## src/rtl/whack_pkg.sv

```systemverilog
// Shared definitions for the whack-a-mole input front end and game core.
// lowest_set picks the highest-priority (lowest index) pending button.
package whack_pkg;

    localparam int NUM_BTN   = 8;
    localparam int BTN_IDX_W = 3;

    typedef struct packed {
        logic                 found;
        logic [BTN_IDX_W-1:0] idx;
    } lowest_t;

    function automatic lowest_t lowest_set(input logic [NUM_BTN-1:0] vec);
        lowest_t res;
        res = '0;
        for (int i = NUM_BTN - 1; i >= 0; i--) begin
            if (vec[i]) begin
                res.found = 1'b1;
                res.idx   = BTN_IDX_W'(i);
            end
        end
        return res;
    endfunction

endpackage

```

## src/rtl/btn_debounce.sv

```systemverilog
// One button: two-flop synchroniser, tick-based debounce and rising-edge pulse.
// The counter only moves on ticks, so a glitch shorter than a tick interval cannot be accepted.
module btn_debounce #(
    parameter int DB_TICKS = 5
) (
    input  logic clk,
    input  logic rst_n,
    input  logic i_ena,
    input  logic i_tick,
    input  logic i_btn,
    output logic o_rise
);

    logic [1:0] r_sync;
    logic       r_stable;
    logic       r_stableDly;
    logic [2:0] r_count;
    logic       w_synced;

    assign w_synced = r_sync[1];

    // Any sample that agrees with the stable level restarts the persistence count.
    always_ff @(posedge clk) begin
        if (!rst_n) begin
            r_sync      <= '0;
            r_stable    <= 1'b0;
            r_stableDly <= 1'b0;
            r_count     <= '0;
        end else begin
            r_sync      <= {r_sync[0], i_btn};
            r_stableDly <= r_stable;
            if (i_ena) begin
                if (w_synced == r_stable) begin
                    r_count <= '0;
                end else if (i_tick) begin
                    if (r_count == 3'(DB_TICKS - 1)) begin
                        r_stable <= w_synced;
                        r_count  <= '0;
                    end else begin
                        r_count <= r_count + 3'd1;
                    end
                end
            end
        end
    end

    assign o_rise = r_stable & ~r_stableDly;

endmodule

```

## src/rtl/btn_event_encoder.sv

```systemverilog
// Turns eight raw buttons into a stream of "button N pressed" events over valid/ready.
// One pending bit per button; a press that finds its bit already set is counted as dropped.
module btn_event_encoder
    import whack_pkg::*;
#(
    parameter int TICK_DIV = 1000,
    parameter int DB_TICKS = 5
) (
    input  logic                 clk,
    input  logic                 rst_n,
    input  logic                 ena,
    input  logic [NUM_BTN-1:0]   btn,
    input  logic                 press_ready,
    output logic                 press_valid,
    output logic [BTN_IDX_W-1:0] press_idx,
    output logic [7:0]           drop_cnt
);

    localparam int PRESC_W = (TICK_DIV > 2) ? $clog2(TICK_DIV) : 1;

    logic [PRESC_W-1:0]   r_presc;
    logic                 w_tick;
    logic [NUM_BTN-1:0]   w_rise;
    logic [NUM_BTN-1:0]   r_pend;
    logic                 r_valid;
    logic [BTN_IDX_W-1:0] r_idx;
    logic [7:0]           r_drop;
    logic                 w_xfer;
    logic [NUM_BTN-1:0]   w_xferMask;
    logic [NUM_BTN-1:0]   w_cand;
    logic [NUM_BTN-1:0]   w_dropVec;
    lowest_t              w_next;

    assign w_tick = ena && (r_presc == PRESC_W'(TICK_DIV - 1));

    always_ff @(posedge clk) begin
        if (!rst_n) begin
            r_presc <= '0;
        end else if (ena) begin
            r_presc <= w_tick ? '0 : r_presc + PRESC_W'(1);
        end
    end

    for (genvar g = 0; g < NUM_BTN; g++) begin : g_btn
        btn_debounce #(
            .DB_TICKS(DB_TICKS)
        ) u_debounce (
            .clk   (clk),
            .rst_n (rst_n),
            .i_ena (ena),
            .i_tick(w_tick),
            .i_btn (btn[g]),
            .o_rise(w_rise[g])
        );
    end

    assign w_xfer = r_valid && press_ready;

    always_comb begin
        w_xferMask = '0;
        if (w_xfer) begin
            w_xferMask[r_idx] = 1'b1;
        end
    end

    // A same-cycle re-press of the button being transferred keeps it eligible.
    assign w_cand    = r_pend & ~(w_xferMask & ~w_rise);
    assign w_dropVec = w_rise & r_pend & ~w_xferMask;
    assign w_next    = lowest_set(w_cand);

    always_ff @(posedge clk) begin
        if (!rst_n) begin
            r_pend  <= '0;
            r_valid <= 1'b0;
            r_idx   <= '0;
            r_drop  <= '0;
        end else begin
            r_pend <= (r_pend & ~w_xferMask) | w_rise;
            if (!r_valid || w_xfer) begin
                r_valid <= w_next.found;
                if (w_next.found) begin
                    r_idx <= w_next.idx;
                end
            end
            if ((|w_dropVec) && (r_drop != 8'hFF)) begin
                r_drop <= r_drop + 8'd1;
            end
        end
    end

    assign press_valid = r_valid;
    assign press_idx   = r_idx;
    assign drop_cnt    = r_drop;

endmodule

```

## config.mk

```make
export PLATFORM = sky130hd
export DESIGN_NAME = btn_event_encoder
export DESIGN_NICKNAME = d
export VERILOG_FILES = /design/src/rtl/whack_pkg.sv /design/src/rtl/btn_debounce.sv /design/src/rtl/btn_event_encoder.sv
export SDC_FILE = /design/constraint.sdc
export NUM_CORES = 1
export LEC_CHECK = 0
export CELL_PAD_IN_SITES_DETAIL_PLACEMENT = 0
export CELL_PAD_IN_SITES_GLOBAL_PLACEMENT = 1
export CORE_MARGIN = 2
export CORE_UTILIZATION = 45
export DETAILED_ROUTE_END_ITERATION = 12
export PLACE_DENSITY_LB_ADDON = 0.1
export SLEW_MARGIN = 20
export SYNTH_ARGS = -nofsm -noshare
export SYNTH_HDL_FRONTEND = slang
export SYNTH_SLANG_ARGS = --single-unit
```

## constraint.sdc

```tcl
create_clock -name clk -period 2.5 [get_ports clk]
set_input_delay 0.5 -clock clk [delete_from_list [all_inputs] [get_ports clk]]
set_output_delay 0.5 -clock clk [all_outputs]
set_load 0.03 [all_outputs]
```

==> results of run 1 <==
## per-layer routing
metal,vias to the layer above,global-route usage (%),share of wire (%)
met2,31,26.26,42
met1,1442,24.71,53
met4,0,6.517,1.4
li1,1678,-,-
met3,10,2.792,2.7
met5,-,0,0
## flip-flops by register name, indices dropped and copies added, names as in the netlist
name	cells
g_btn.u_debounce.r_stable	8
g_btn.u_debounce.r_count	24
press_valid	1
drop_cnt	8
g_btn.u_debounce.r_sync	16
r_presc	10
r_pend	8
g_btn.u_debounce.r_stableDly	8
press_idx	3
## how the worst max path moves through the flow
stage / startpoint / to / slack, ns
2_1_floorplan: press_idx[1] / drop_cnt[3] / 0.59
3_3_place_gp: press_ready / drop_cnt[0] / -0.04
3_5_place_dp: press_ready / drop_cnt[0] / -0.09
4_1_cts: press_idx[0] / press_idx[0] / 0.12
5_1_grt: press_idx[0] / press_idx[1] / 0.07
6_report: press_idx[0] / press_idx[0] / 0.15
## layout by cell type, fill, tap and decap left out, types with 7 or more instances in the layout
| master | instances |
|---|---|
| and2_1 | 24 |
| mux2i_1 | 7 |
| dfxtp_1 | 86 |
| nand2_1 | 48 |
| nand4_1 | 11 |
| nor2_1 | 50 |
| clkdlybuf4s50_1 | 23 |
| o21ai_0 | 19 |
| nand3b_1 | 7 |
| ha_1 | 18 |
| a21oi_1 | 44 |
| inv_1 | 22 |
| nand3_1 | 24 |
| clkbuf_8 | 9 |
| buf_4 | 17 |
| xor2_1 | 10 |
| o21ai_1 | 7 |
| xnor2_1 | 7 |
## cell families after synthesis
logic type | Yosys count | share of synthesized area, %
and+or+nand+nor | 201 | 26.11
DFF | 86 | 43.50
xor gates and xnor gates | 17 | 3.762
AOI/OAI and AO/OA | 99 | 14.76
adders and majority gates | 18 | 5.691
buffers and inverters | 40 | 4.394
muxes | 7 | 1.771
## power by group through the flow
| stage | clock network (W) | logic, W | registers [W] |
|---|---|---|---|
| final | 0.00105 | 0.0000898 | 0.00139 |
| after global routing | 0.00113 | 0.000101 | 0.00139 |
| after CTS | 0.00107 | 0.0000913 | 0.00139 |
| after detailed placement | 0 | 0.0000910 | 0.00142 |
| after global placement | 0 | 0.0000911 | 0.00142 |
| after floorplan | 0 | 0.0000497 | 0.00142 |
## metrics by stage
step	util, %	setup WS (ns)	instance area, um2	setup TNS, ns	instances
floorplan	-	0.5892	3958	0	468
global placement	50.75	-0.03988	4383	-0.06685	600
detailed placement	50.75	-0.09289	4383	-0.3342	600
CTS	53.12	0.1207	4587	0	615
global route	53.12	0.06955	4587	0	615
finish	53.12	0.1526	4587	0	615
## synthesized netlist by cell type, types with 2 or more instances
master / n
mux2i_1: 7
buf_6: 3
and2b_1: 5
nand2_1: 48
o31ai_1: 6
nand3_1: 24
and2_1: 24
and3_1: 2
a22oi_1: 5
o41ai_1: 3
a211oi_1: 2
nand2b_1: 6
inv_1: 22
or3_1: 4
o21ai_1: 7
ha_1: 18
nand3b_1: 7
nand4_1: 11
dfxtp_1: 86
o21ai_0: 19
xnor2_1: 7
nor2_1: 50
o21a_1: 2
and4_1: 2
a21oi_1: 44
nor2b_1: 3
clkbuf_1: 13
nor3_1: 3
a31oi_1: 2
xor2_1: 10
nand4b_1: 4
a21boi_0: 2
## area by class of cell
cell class / count / area [um2] / share of cell area (%)
clock buffer: 11 / 131.4 / 2.864
tap: 108 / 135.1 / 2.946
timing repair buffer: 41 / 377.9 / 8.238
clock inverter: 4 / 72.57 / 1.582
sequential: 86 / 1722 / 37.53
inverter: 23 / 86.33 / 1.882
multi-input combinational: 342 / 2062 / 44.95
==> results.toml, run 1 <==
[synthesis]
synth_area_um2 = 3958
yosys_most_used_dff = "dfxtp_1"
synth_edf_count = 0
syn_area_per_cell_um2 = 8.456
seq_area_frac_synth_pct = 43.50
syn-num-nets = 498
synthArstFlopShare_pct = 0
yosys_register_bits = 86
syn-instance-count = 468
post_synth_main_area_contributors = "dfxtp_1 44%, ha_1 5.7%, a21oi_1 5.6%"
ys_types = 49
synth_warnings = 0
synth_top_area_share_pct = 43.50
yosys.area.top_type = "dfxtp_1"

[clock_network]
cts_inserted_buffers = 9
cts.sinks = 86
path_clk_slew_ns = 0.08
htree_levels = 3
clockBufferDepth = 2
cts-root-buf = "clkbuf_8"
post_cts_buffers = 0
clock_latency_ns = 0.35
cts_tree = "yes"
cts_hold_buf = 0
cts-resized-gates = 0

[timing]
tightest_slew_ns = 0.6073
finClkSkew_ns = 0.01197
hold_viol_final = 0
setup_violations = 0
fmax_ghz = 0.4260
drv_slew = 0
min_period_ns = 2.347
slew_headroom_pct = 59.46
post-route-period-util_pct = 93.89
holdWs_ns = 0.4285
rsz0062_at_grt = "no"

[final_layout]
fill_cells = 839
num-nets-final = 533
diodes = 0
final_layout_size_suffix_gt1_share_pct = 6.903
areaGrowthSynthToFinish_pct = 15.90

[global_route]
grt_start_max_net_pins = 53
grt_pass1_vias = 2935
grt_overflow = 0
grt_pass1_wl_um = 13710
antenna_found_initial = 0
grt_usage_pct = 17.24

[power_and_ir_drop]
netSwitchingPower_w = 0.0005473
power.share.combinational_pct = 3.6
ir_worst_vdd_v = 0.0002438
seq_power_share_pct = 55.0
p_leak_nw = 1.716
powerDensity_nw_per_um2 = 551.0
clkPwrFrac_pct = 41.4
switching_share_pct = 21.65
internal-power_w = 0.001980
p_total_w = 0.002527

[worst_setup_path]
start_kind = "register"
crit_cells = 1
critPathRequiredTime_ns = 2.00
end_kind = "output pin"
worstReg2RegEnd = "press_idx[1]"
critical_path_buf_inv_count = 1
reg2reg_from = "press_idx[0]"
reg2reg_slack_ns = 0.24
slowest_delay_ns = 0.78
crit_path_max_fanout = 16
slowest_stage = "clkdlybuf4s50_1"
rr_worst_depth = 7
cp.arrival_ns = 1.85
cp_cell_sequence = "clkdlybuf4s50_1"
cpLargestDelayFamily = "buffers and inverters"
crit_type = "register to output pin"

[placed_design]
place.gp.congestion = 0.7970
port_buffers = 23
place_hpwl_um = 5280

[drt]
wirelength_um = 7819
wl_per_cell_um = 12.71
viasPerCell = 5.140
drcViolationCount = 0
vias = 3161
drt_first_pass_iters = 4
drtIter0Drc = 87
ant_nets = 0

[floorplan]
die_area_um2 = 9561
fp.coreArea_um2 = 8636
die_w_um = 97.78
start_util_pct = 45.83
die_y_um = 97.78
ios = 24
rows = 34

[min_path]
hold_class = "register to register"
holdPathStages = 1
worstHoldStart = "g_btn[2].u_debounce.r_sync[0]"
worstHoldEndpoint = "g_btn[2].u_debounce.r_sync[1]"

[run_status]
status = "finished, final reports clean"

[run]
drv_cap = 0
Note: power is estimated with default switching activity, not from simulation.
==> inputs of run 2 (changes only) <==
--- a/config.mk
+++ b/config.mk
@@ -7,6 +7,7 @@
 export LEC_CHECK = 0
 export CELL_PAD_IN_SITES_DETAIL_PLACEMENT = 0
 export CELL_PAD_IN_SITES_GLOBAL_PLACEMENT = 1
+export CORE_ASPECT_RATIO = 1.25
 export CORE_MARGIN = 2
 export CORE_UTILIZATION = 45
 export DETAILED_ROUTE_END_ITERATION = 12
==> run 2 against run 1 <==
Effect of this change: final cell count grew 1.6%; largest cell class unchanged; power grew 6.8%; sequential cell count is the same; critical endpoint unchanged; critical path type unchanged.
==> results.toml, run 2 (same netlist as run 1, synthesis figures left out) <==
[run_status]
status = "finished, final reports clean"

[drt]
vias = 3246
drcViolationCount = 0
ant_nets = 0
drtIter0Drc = 84
wirelength_um = 8193
viasPerCell = 5.194
drt_first_pass_iters = 4
wl_per_cell_um = 13.11

[worst_setup_path]
cp_cell_sequence = "clkdlybuf4s50_1"
critPathRequiredTime_ns = 2.00
cp.arrival_ns = 1.86
slowest_stage = "clkdlybuf4s50_1"
crit_type = "register to output pin"
slowest_delay_ns = 0.79
rr_worst_depth = 7
crit_cells = 1
start_kind = "register"
crit_path_max_fanout = 16
critical_path_buf_inv_count = 1
cpLargestDelayFamily = "buffers and inverters"
end_kind = "output pin"

[final_layout]
layout_common_cells = "86 x dfxtp_1, 50 x nor2_1, 48 x nand2_1"
areaGrowthSynthToFinish_pct = 16.72
num-nets-final = 530
largest-register = "g_btn.u_debounce.r_count"
final_layout_size_suffix_gt1_share_pct = 6.931
fin_area_um2 = 4619
utilization_pct = 53.68
reg_top3 = "g_btn.u_debounce.r_count: 24 flops, g_btn.u_debounce.r_sync: 16 flops, r_presc: 10 flops"
fill_cells = 822
layout_commonest_cell = "dfxtp_1"
largest_register_ffs = 24
diodes = 0

[global_route]
grt_usage_pct = 18.50
grt_pass1_wl_um = 13790
grt_overflow = 0
grt_pass1_vias = 3059
antenna_found_initial = 0
grt_start_max_net_pins = 33

[run]
drv_cap = 0

[timing]
drv_slew = 0
min_period_ns = 2.361
hold_viol_final = 0
tightest_slew_ns = 0.5890
final.setup.worst_slack_ns = 0.1387
fmax_ghz = 0.4235
slew_headroom_pct = 60.68
rsz0062_at_grt = "no"
setup_violations = 0
post-route-period-util_pct = 94.45
holdWs_ns = 0.4401
setup_tns_ns = 0
finClkSkew_ns = 0.008142

[power_and_ir_drop]
seq_power_share_pct = 51.5
switching_share_pct = 20.78
ir_worst_vdd_v = 0.0002546
clkPwrFrac_pct = 45.3
netSwitchingPower_w = 0.0005608
power.share.combinational_pct = 3.2
internal-power_w = 0.002137
p_leak_nw = 1.719
powerDensity_nw_per_um2 = 584.1

[floorplan]
ios = 24
die_w_um = 87.88
die_area_um2 = 9566
rows = 38
start_util_pct = 45.99
die_y_um = 108.9
fp.coreArea_um2 = 8606

[clock_network]
cts_inserted_buffers = 9
clockBufferDepth = 2
clock_latency_ns = 0.36
cts.sinks = 86
htree_levels = 3
cts-resized-gates = 0
cts_hold_buf = 0
cts-root-buf = "clkbuf_8"
path_clk_slew_ns = 0.09
cts_tree = "yes"
post_cts_buffers = 0

[placed_design]
place.gp.congestion = 0.8363
pre_cts_ws_ns = -0.05572
port_buffers = 23
placed_cell_area_um2 = 4363
place_hpwl_um = 5632

[min_path]
holdPathStages = 1
hold_class = "register to register"
-- run 2: final timing paths --
kind | from | to | slack [ns]
worst min-delay path | g_btn[3].u_debounce.r_sync[0] | g_btn[3].u_debounce.r_sync[1] | 0.44
worst min register to register | g_btn[3].u_debounce.r_sync[0] | g_btn[3].u_debounce.r_sync[1] | 0.44
worst max register to register | press_idx[0] | press_idx[1] | 0.35
worst max-delay path | press_idx[0] | press_idx[0] | 0.14
-- run 2: stage by stage --
step	total power [W]	instances
final	0.002698	625
after global routing	0.002788	625
after CTS	0.002728	625
after detailed placement	0.001511	609
after global placement	0.001509	609
after floorplan	0.001471	468
-- run 2: final cells by class --
class / count / area, um2 / area share (%)
multi-input combinational: 342 / 2062 / 44.64
clock inverter: 5 / 105.1 / 2.275
sequential: 86 / 1722 / 37.27
clock buffer: 11 / 151.4 / 3.277
inverter: 23 / 86.33 / 1.869
timing repair buffer: 38 / 342.8 / 7.421
tap: 120 / 150.1 / 3.250
-- run 2: power by group through the flow --
stage                     combinational [W]  clock [W]  sequential [W]
after CTS                         0.0000876    0.00125         0.00139
final                             0.0000855    0.00122         0.00139
after global routing              0.0000965    0.00130         0.00139
after floorplan                   0.0000497          0         0.00142
after global placement            0.0000859          0         0.00142
after detailed placement          0.0000875          0         0.00142
-- run 2: layer usage --
metal | vias up | track usage, % | part of all wire [%]
li1 | 1666 | - | -
met1 | 1524 | 22.71 | 46
met2 | 46 | 31.22 | 49
met3 | 10 | 2.725 | 2.8
met4 | 0 | 9.341 | 1.9
met5 | - | 0 | 0
